--- src/rtl/spi_reg_bridge_pkg.sv ---
// Shared definitions for the SPI-to-register-bus bridge.
//   CMD_WRITE / CMD_READ : command byte values recognised in byte 0 of a frame
//   spi_bridge_state_t   : frame-level state of the bridge
package spi_reg_bridge_pkg;

  localparam logic [7:0] CMD_WRITE = 8'h02;
  localparam logic [7:0] CMD_READ  = 8'h03;

  typedef enum logic [2:0] {
    IDLE,
    CMD,
    ADDR,
    WR_DATA,
    RD_DATA,
    IGNORE
  } spi_bridge_state_t;

endpackage

--- src/rtl/spi_sync_edge.sv ---
// N-stage synchronizer with registered rise/fall detection.
//   clk, reset : system clock, synchronous active-high reset (edge flags only)
//   din        : asynchronous input
//   level      : synchronized level, time-aligned with rise/fall
//   rise, fall : one-clk pulses on a synchronized 0->1 / 1->0 transition
module spi_sync_edge #(
  parameter int STAGES = 2
) (
  input  logic clk,
  input  logic reset,
  input  logic din,
  output logic level,
  output logic rise,
  output logic fall
);

  // The synchronizer chain is left out of reset so that a reset while the
  // input is low cannot fabricate an edge once reset releases.
  logic [STAGES-1:0] sync_q;
  logic              last_q;

  always_ff @(posedge clk) begin
    sync_q <= {sync_q[STAGES-2:0], din};
    last_q <= sync_q[STAGES-1];
  end

  always_ff @(posedge clk) begin
    if (reset) begin
      rise <= 1'b0;
      fall <= 1'b0;
    end else begin
      rise <= sync_q[STAGES-1] & ~last_q;
      fall <= ~sync_q[STAGES-1] & last_q;
    end
  end

  assign level = last_q;

endmodule

--- src/rtl/spi_reg_bridge.sv ---
// SPI mode-0 slave that turns host frames into single-cycle register-bus
// accesses. Frame: command byte, start address byte, then data bytes until
// chip select rises; the address auto-increments through a burst.
//   clk, reset      : system clock (>=16x sclk), synchronous active-high reset
//   spi_sclk/csn/mosi : SPI inputs, asynchronous to clk
//   spi_miso, spi_miso_oe : serial read data and its output enable
//   address, data_write_in, write_en, reg_en : register-bus request
//   data_read_out   : bank read data, valid one clk after address/reg_en
module spi_reg_bridge
  import spi_reg_bridge_pkg::*;
#(
  parameter int ADR_BITS    = 8,
  parameter int SYNC_STAGES = 2
) (
  input  logic                clk,
  input  logic                reset,
  input  logic                spi_sclk,
  input  logic                spi_csn,
  input  logic                spi_mosi,
  output logic                spi_miso,
  output logic                spi_miso_oe,
  output logic [ADR_BITS-1:0] address,
  output logic [7:0]          data_write_in,
  input  logic [7:0]          data_read_out,
  output logic                reg_en,
  output logic                write_en
);

  logic sclk_rise, sclk_fall, sclk_level_unused;
  logic csn_level, csn_fall, csn_rise_unused;
  logic [SYNC_STAGES-1:0] mosi_sync;
  logic mosi_s;

  spi_sync_edge #(.STAGES(SYNC_STAGES)) u_sclk_sync (
    .clk   (clk),
    .reset (reset),
    .din   (spi_sclk),
    .level (sclk_level_unused),
    .rise  (sclk_rise),
    .fall  (sclk_fall)
  );

  spi_sync_edge #(.STAGES(SYNC_STAGES)) u_csn_sync (
    .clk   (clk),
    .reset (reset),
    .din   (spi_csn),
    .level (csn_level),
    .rise  (csn_rise_unused),
    .fall  (csn_fall)
  );

  // MOSI is stable for half an sclk period around the rise, so a plain
  // synchronizer of the same depth keeps it aligned with sclk_rise.
  always_ff @(posedge clk) begin
    mosi_sync <= {mosi_sync[SYNC_STAGES-2:0], spi_mosi};
  end
  assign mosi_s = mosi_sync[SYNC_STAGES-1];

  spi_bridge_state_t state_q, state_d;
  logic       armed_q;
  logic [2:0] bit_cnt;
  logic [7:0] cmd_q;
  logic [7:0] rx_shift;
  logic [7:0] tx_shift;
  logic       byte_done_p1;
  logic       rd_cap_p1;
  logic       cmd_valid;

  assign cmd_valid = (cmd_q == CMD_WRITE) || (cmd_q == CMD_READ);

  always_comb begin
    state_d = state_q;
    case (state_q)
      IDLE:    if (armed_q && csn_fall) state_d = CMD;
      CMD:     if (byte_done_p1) state_d = ADDR;
      ADDR: begin
        if (byte_done_p1) begin
          if (cmd_q == CMD_WRITE)     state_d = WR_DATA;
          else if (cmd_q == CMD_READ) state_d = RD_DATA;
          else                        state_d = IGNORE;
        end
      end
      default: state_d = state_q;
    endcase
    if (csn_level) state_d = IDLE;
  end

  // Stage p0 -> p1: bit capture on synchronized sclk rise, byte completion flag
  always_ff @(posedge clk) begin
    if (sclk_rise) rx_shift <= {rx_shift[6:0], mosi_s};
  end

  // Stage p1 -> p2: read data lands two clks after the read strobe
  always_ff @(posedge clk) begin
    if (rd_cap_p1)                          tx_shift <= data_read_out;
    else if (sclk_fall && state_q == RD_DATA) tx_shift <= {tx_shift[6:0], 1'b0};
  end

  always_ff @(posedge clk) begin
    if (reset) begin
      state_q       <= IDLE;
      armed_q       <= 1'b0;
      bit_cnt       <= '0;
      cmd_q         <= '0;
      byte_done_p1  <= 1'b0;
      rd_cap_p1     <= 1'b0;
      address       <= '0;
      data_write_in <= '0;
      write_en      <= 1'b0;
      reg_en        <= 1'b0;
      spi_miso      <= 1'b0;
      spi_miso_oe   <= 1'b0;
    end else begin
      state_q      <= state_d;
      write_en     <= 1'b0;
      reg_en       <= 1'b0;
      byte_done_p1 <= 1'b0;
      rd_cap_p1    <= reg_en & ~write_en;
      // A frame is only accepted after csn has been seen high since reset.
      if (csn_level) armed_q <= 1'b1;
      if (write_en)  address <= address + 1'b1;

      if (state_q == IDLE || csn_level) begin
        bit_cnt <= '0;
      end else if (sclk_rise) begin
        bit_cnt      <= bit_cnt + 3'd1;
        byte_done_p1 <= (bit_cnt == 3'd7);
      end

      if (byte_done_p1 && !csn_level) begin
        case (state_q)
          CMD: cmd_q <= rx_shift;
          ADDR: begin
            if (cmd_valid) begin
              address <= rx_shift[ADR_BITS-1:0];
              reg_en  <= (cmd_q == CMD_READ);
            end
          end
          WR_DATA: begin
            data_write_in <= rx_shift;
            write_en      <= 1'b1;
            reg_en        <= 1'b1;
          end
          // Prefetch the next byte as soon as the current one is shifted out.
          RD_DATA: begin
            address <= address + 1'b1;
            reg_en  <= 1'b1;
          end
          default: ;
        endcase
      end

      if (csn_level || state_q != RD_DATA) begin
        spi_miso    <= 1'b0;
        spi_miso_oe <= 1'b0;
      end else if (sclk_fall) begin
        spi_miso    <= tx_shift[7];
        spi_miso_oe <= 1'b1;
      end
    end
  end

endmodule

--- config.mk ---
export PLATFORM = sky130hd
export DESIGN_NAME = spi_reg_bridge
export DESIGN_NICKNAME = d
export VERILOG_FILES = /design/src/rtl/spi_reg_bridge_pkg.sv /design/src/rtl/spi_sync_edge.sv /design/src/rtl/spi_reg_bridge.sv
export SDC_FILE = /design/constraint.sdc
export NUM_CORES = 1
export LEC_CHECK = 0
export BUFFER_PORTS_ARGS = -buffer_cell sky130_fd_sc_hd__buf_2
export CAP_MARGIN = 20
export CORE_MARGIN = 3
export CORE_UTILIZATION = 61
export CTS_CLUSTER_SIZE = 30
export DETAILED_ROUTE_END_ITERATION = 16
export GPL_TIMING_DRIVEN = 0
export PLACE_DENSITY = 0.87
export SKIP_LAST_GASP = 1
export SLEW_MARGIN = 15
export SYNTH_ARGS = -nofsm -noshare
export SYNTH_HDL_FRONTEND = slang
export SYNTH_SLANG_ARGS = --single-unit
export TNS_END_PERCENT = 1
--- constraint.sdc ---
create_clock -name clk -period 4.34 [get_ports clk]
set_input_delay 0.868 -clock clk [delete_from_list [all_inputs] [get_ports clk]]
set_output_delay 0.868 -clock clk [all_outputs]
set_load 0.01 [all_outputs]
==> reports/metrics.yaml, run 1 <==
outcome:
  status: "completed"
yosys:
  synthesis.area_um2: 2750
  synth.top_cell.area_share_pct: 34.9
  ys_warn_count: 0
  syn_area_per_cell_um2: 11.0
  ys_types: 50
  ys_ff_latch: 64
  synth_top_area_cell: "dfxtp_1"
  syn_inst: 251
  synth_edf_count: 16
  synth_commonest_cells: "dfxtp_1 (48), nor2_1 (29), mux2i_1 (22), edfxtp_1 (16)"
  synth_most_common_cell: "dfxtp_1"
  ys.flop_type: "dfxtp_1"
  syn_nets: 267
  synth_async_sr_flop_share_pct: 0
  synthTopCellsByArea: "dfxtp_1 (35%), edfxtp_1 (17%), mux2i_1 (8.0%), nor2_1 (4.0%), mux2_2 (3.3%)"
  yosysSeqAreaShare_pct: 52.4
hold_path:
  holdPathStages: 0
  worst_hold_path.endpoint: "u_csn_sync.sync_q[1]$_DFF_P_"
  hold_path_class: "reg2reg"
  holdCritStartpoint: "u_csn_sync.sync_q[0]$_DFF_P_"
detailed_routing:
  avgRoutedWirePerCell_um: 15.6
  firstDrtPassIters: 4
  drcViolationCount: 0
  vias: 2075
  ant_nets: 0
  vias_per_cell: 5.96
  drt_iter0_drc: 233
  drt_wl_total_mm: 5.44
floorplanning:
  die_w_um: 73.1
  die_area_um2: 5350
  fp-row-count: 23
  die_h_um: 73.1
  initial_utilization_pct: 65.9
  ios: 33
  design.core.area_um2: 4170
cells_and_area:
  drive_gt1_share_pct: 22.1
  final_net_count: 309
  post-route-util_pct: 75.7
  final_cell_count_no_fill: 348
  diodes: 0
  fillers: 306
  areaGrowthSynthToFinish_pct: 14.9
  final-seq-area_um2: 1440
  multi_input_area_um2: 1240
worst_setup_path:
  critPathMaxFanout: 10
  worst-setup-path-type: "in2reg"
  ff2ff_setup_slack_ns: 2.60
  cp.required_ns: 4.62
  crit_chain: "clkbuf_1 > nor3b_2 > a21oi_1 > nor4_1 > o32a_1"
  cp-start-kind: "primary input"
  crit_path_top_delay_cell: "nor3b_2"
  ff2ff_path_depth: 5
  cp-end-kind: "flop"
  cp.arrival_ns: 2.34
  slowest_delay_ns: 0.54
  rr_endpoint: "address[5]$_SDFF_PP0_"
  r2r_start: "state_q[1]$_SDFFE_PP0P_"
place:
  dp_cells: 332
  gp_congestion: 0.835
  io_buffer_count: 31
  hpwl_mm: 3.82
global_route:
  gr-total-overflow: 0
  track_usage_pct: 22.9
  antenna_found_initial: 0
  grt_max_degree: 13
  grt_pass1_vias: 1987
  grt_pass1_wl_mm: 9.29
sta:
  hold_violations: 0
  relSlewSlack_pct: 54.9
  final_max_slew_viol_count: 0
  fin_crit_sh_pct: 47.4
  timing.setup.tns_ns: 0
  rsz0062_at_grt: "no"
  tightest_slew_ns: 0.672
  skew_ns: 0.00822
  setup_viol: 0
  layout_min_cycle_time_ns: 2.06
  max_freq_ghz: 0.487
flow_run:
  drv_cap: 0
cts:
  numCtsBuffers: 9
  cts_max_level: 3
  cts_resized: 0
  cts_tree: "yes"
  post_cts_buffers: 0
  insertion_delay_ns: 0.33
  cts.sinks: 64
  clk_pin_slew_ns: 0.07
  clock_path_buffers: 2
  cts_hold_buf: 0
  clock-root-buffer: "clkbuf_8"
power_and_ir_drop:
  ir_drop_mv: 0.252
  cellLeakagePower_nw: 1.33
  powerDensity_nw_per_um2: 357
[worst max-delay path by stage]
stage	from	end	cells past startpoint	slack [ns]
CTS	reset	address[6]$_SDFF_PP0_	5	2.31
detailed placement	reset	address[6]$_SDFF_PP0_	5	2.00
floorplan	reset	address[6]$_SDFF_PP0_	5	2.30
finish	reset	address[6]$_SDFF_PP0_	5	2.28
global route	reset	address[6]$_SDFF_PP0_	5	2.14
global placement	reset	address[6]$_SDFF_PP0_	5	2.01
[area by class of cell]
| class | count | area share, % |
|---|---|---|
| well taps | 50 | 1.98 |
| plain buffers | 12 | 1.58 |
| clock inverters | 4 | 0.831 |
| repair buffers | 31 | 4.91 |
| flip-flops and latches | 64 | 45.6 |
| inverters | 6 | 0.713 |
| clock buffers | 12 | 5.27 |
| multi-input cells | 169 | 39.1 |
[sequential cells by signal, summed over array words and instances (netlist names)]
| register | count |
|---|---|
| state_q | 3 |
| armed_q | 1 |
| data_write_in | 8 |
| mosi_sync | 2 |
| tx_shift | 8 |
| address | 8 |
| u_sclk_sync.sync_q | 2 |
| bit_cnt | 3 |
| spi_miso_oe | 1 |
| u_sclk_sync.rise | 1 |
| write_en | 1 |
| rx_shift | 8 |
| u_csn_sync.level | 1 |
| byte_done_p1 | 1 |
| u_csn_sync.sync_q | 2 |
| rd_cap_p1 | 1 |
| spi_miso | 1 |
| u_sclk_sync.fall | 1 |
| u_csn_sync.fall | 1 |
| u_sclk_sync.level | 1 |
| cmd_q | 8 |
| reg_en | 1 |
[placed cells by master, fill, tap and decap left out, types with 4 or more instances in the layout]
cell type and instances:
dfxtp_1 48, buf_2 35, nor2_1 29, mux2i_1 22, edfxtp_1 16, clkbuf_8 10, clkbuf_1 9, mux2_2 8
nand2_1 8, a21oi_1 6, nand4_1 6, nand3_1 6, o21ai_0 6, xnor2_1 5, inv_1 5, nor3b_2 4
nor3b_1 4, nor2b_1 4, o22a_1 4, a31oi_1 4, o21a_1 4
[through the flow]
stage          instance area (um2)  hold WS, ns  power [mW]  worst slack (ns)
3_3_place_gp                  2970        0.310       0.656              2.01
5_1_grt                       3160        0.346        1.17              2.14
4_1_cts                       3160        0.329        1.14              2.31
3_5_place_dp                  2970        0.312       0.657              2.00
2_1_floorplan                 2750        0.310       0.647              2.30
6_report                      3160        0.329        1.13              2.28
[logic make-up (layout without fill, tap and decap cells)]
group,Yosys count,in the layout,share of synthesized area (%)
and+or+nand+nor,82,82,17.8
DFF,64,64,52.4
AOI/OAI and AO/OA,47,47,12.2
muxes,30,30,11.3
buffers and inverters,18,65,2.64
xor gates and xnor gates,7,7,2.23
adders and majority gates,3,3,1.37
[critical path: cells and delay by family]
family / cells / cell delay [ns]
simple gates: 2 / 0.86
compound gates: 2 / 0.40
buf+inv: 1 / 0.21
[report_power, final]
group	switching, mW	internal (mW)	leakage, nW	total [mW]
clock	0.228	0.257	0.0975	0.485
combinational	0.0109	0.00905	0.677	0.0200
sequential	0.00731	0.617	0.557	0.624
total	0.247	0.883	1.33	1.13
[routing by layer]
layer | routed length, um | global-route usage, % | vias to the layer above
met2 | 2440 | 33.2 | 87
met5 | 0 | 0 | -
met3 | 442 | 5.10 | 11
met4 | 108 | 12.1 | 0
met1 | 2450 | 31.8 | 969
li1 | - | - | 1008
Note: power is estimated with default switching activity, not from simulation.
==> run 2, diff against run 1 <==
- ABC_AREA: not set -> 1
- CORE_UTILIZATION: 61 -> 51
- PLACE_DENSITY: 0.87 -> 0.78
- clock period: 4.34 -> 1.7 ns (I/O delays scaled with it)
==> run 2 against run 1 <==
Effect of this change:
- synthesized area is 0.73% lower
- worst hold slack worse by 0.23 ns
- combinational power grew to 3.1 times the previous value
- first-iteration DRC count is 48% lower
- global-route usage is 3.1 points lower
- wire length is 4.0% higher
- clock skew is 0.0019 ns higher
- non-clock buffer count is 2 lower
- clock power grew to 3.0 times the previous value
- die area is 17% higher
- via count is 8.9% higher
- cell area is 1.5% higher
==> reports/metrics.yaml, run 2 <==
place:
  io_buffer_count: 31
  post_dp_cell_area_um2: 2970
  hpwl_mm: 4.00
  gp_congestion: 0.822
yosys:
  syn_nets: 358
  synth_async_sr_flop_share_pct: 0
  synth.top_cell.area_share_pct: 35.2
  synthTopCellsByArea: "dfxtp_1 (35%), edfxtp_1 (18%), nand2_1 (17%), inv_1 (3.7%), a21oi_1 (3.7%)"
  synthesis.area_um2: 2730
  syn_area_per_cell_um2: 7.98
  syn_inst: 342
  yosysSeqAreaShare_pct: 52.8
  ys_ff_latch: 64
  synth_edf_count: 16
  synth_commonest_cells: "nand2_1 (126), dfxtp_1 (48), inv_1 (27), nor2_1 (26), a21oi_1 (20)"
  synth_top_area_cell: "dfxtp_1"
  ys_types: 34
  ys_warn_count: 0
  ys.flop_type: "dfxtp_1"
  synth_most_common_cell: "nand2_1"
detailed_routing:
  drt_iter0_drc: 120
  vias_per_cell: 4.91
  drcViolationCount: 0
  avgRoutedWirePerCell_um: 12.3
  drt_wl_total_mm: 5.65
  firstDrtPassIters: 4
  ant_nets: 0
  vias: 2259
sta:
  skew_ns: 0.0101
  fin_crit_sh_pct: 90.2
  holdWs_ns: 0.0964
  hold_violations: 0
  tightest_slew_ns: 0.592
  layout_min_cycle_time_ns: 1.53
  max_freq_ghz: 0.652
  relSlewSlack_pct: 60.6
  final_max_slew_viol_count: 0
  rsz0062_at_grt: "no"
  timing.setup.tns_ns: 0
  setup_viol: 0
floorplanning:
  die_h_um: 79.2
  fp-row-count: 26
  die_w_um: 79.2
  initial_utilization_pct: 53.1
  die_area_um2: 6270
  design.core.area_um2: 5140
  ios: 33
cts:
  insertion_delay_ns: 0.34
  clk_pin_slew_ns: 0.07
  cts_max_level: 3
  clock_path_buffers: 2
  cts_tree: "yes"
  cts.sinks: 64
  clock-root-buffer: "clkbuf_8"
  numCtsBuffers: 9
  cts_hold_buf: 0
worst_setup_path:
  critPathMaxFanout: 8
  ff2ff_setup_slack_ns: 0.17
  slowest_delay_ns: 0.38
  path_delay_family: "compound AO/OA/AOI/OAI gates"
  crit_buf_inv: 2
  cp.required_ns: 1.69
  cp-start-kind: "flop"
  cp.arrival_ns: 1.52
  worst-setup-path-type: "reg2reg"
  crit_chain: "nor2_1 > inv_2 > nor2_2 > inv_1 > o21ai_2"
  cp-end-kind: "flop"
  crit_path_top_delay_cell: "o21ai_2"
cells_and_area:
  areaGrowthSynthToFinish_pct: 17.5
  post-route-util_pct: 62.4
  fillers: 484
  final_net_count: 401
  fin_area_um2: 3210
  diodes: 0
  multi_input_area_um2: 1130
  layout_commonest_cell: "nand2_1"
  drive_gt1_share_pct: 18.5
  layout_common_cells: "nand2_1 (126), dfxtp_1 (47), buf_2 (34), inv_1 (27), nor2_1 (26)"
  final-seq-area_um2: 1440
global_route:
  track_usage_pct: 19.8
  grt_pass1_vias: 2089
  antenna_found_initial: 0
  globalRouteMet1Util_pct: 24.9
  grt_max_degree: 14
  grt_use_met3_pct: 5.44
  top_usage_layer: "met2"
  grt_pass1_wl_mm: 9.49
  gr-total-overflow: 0
  grtUsageMet2_pct: 31.7
outcome:
  status: "completed"
power_and_ir_drop:
  ir_drop_mv: 0.593
  powerDensity_nw_per_um2: 967
  cellLeakagePower_nw: 1.43
  p_total_mw: 3.10
hold_path:
  hold_path_class: "in2reg"
flow_run:
  drv_cap: 0
-- run 2: cell count changes in the layout (fill, tap and decap cells not counted), moves of 5 or more --
cell and change:
mux2_2 -8, a21oi_1 +14, mux2i_1 -22, nor2_2 +5
inv_1 +22, nand4_1 -5, nand2_1 +118, nand3_1 +13
-- run 2: what timing repair did --
action                     4_1_cts  5_1_grt
pin swaps                        0        1
buffers inserted                 0        1
setup endpoints to repair        8        1
resized for setup                1        1
-- run 2: routing by layer --
layer | vias to the layer above | share of wire, %
li1 | 1180 | -
met1 | 1020 | 46
met2 | 49 | 48
met3 | 10 | 4.2
met4 | 0 | 1.5
met5 | - | 0
-- run 2: metrics by stage --
stage	worst slack (ns)	std cells
6_report	0.167	460
5_1_grt	0.00639	460
4_1_cts	0.151	459
2_1_floorplan	0.201	342
3_5_place_dp	-0.0669	443
3_3_place_gp	0.0133	443
-- run 2: final cells by class --
class | count | area share, %
multi-input combinational | 238 | 35.2
sequential | 64 | 45.0
buffer | 9 | 1.52
inverter | 31 | 3.63
tap | 70 | 2.73
clock inverter | 5 | 2.50
timing repair buffer | 32 | 5.07
clock buffer | 11 | 4.41
-- run 2: worst reg2reg max path: stages (launching register included) --
cell and delay, ns:
dfxtp_1 0.35, nor2_1 0.21, inv_2 0.07, nor2_2 0.09, inv_1 0.08, o21ai_2 0.38
-- run 2: final timing paths --
path | startpoint | end | cells past startpoint
hold reg to reg | u_csn_sync.sync_q[0]$_DFF_P_ | u_csn_sync.sync_q[1]$_DFF_P_ | 0
hold / removal | spi_mosi | mosi_sync[0]$_DFF_P_ | 1
setup / recovery | state_q[0]$_SDFFE_PP0P_ | tx_shift[7]$_DFFE_PP_ | 5
setup reg to reg | state_q[0]$_SDFFE_PP0P_ | tx_shift[7]$_DFFE_PP_ | 5
-- run 2: report_power, final --
group	switching, mW	internal (mW)	total, mW
registers	0.0179	1.58	1.59
logic	0.0404	0.0222	0.0626
clock network	0.582	0.863	1.45
total	0.640	2.46	3.10
-- run 2: cell families (layout without fill, tap and decap cells) --
logic type	count (synthesis)	count (layout)	share of synthesized area [%]
flops	64	64	52.8
buf+inv	40	88	6.05
simple gates	186	186	28.9
compound gates	45	45	9.62
xor+xnor	4	4	1.28
fa+ha+maj	3	3	1.38
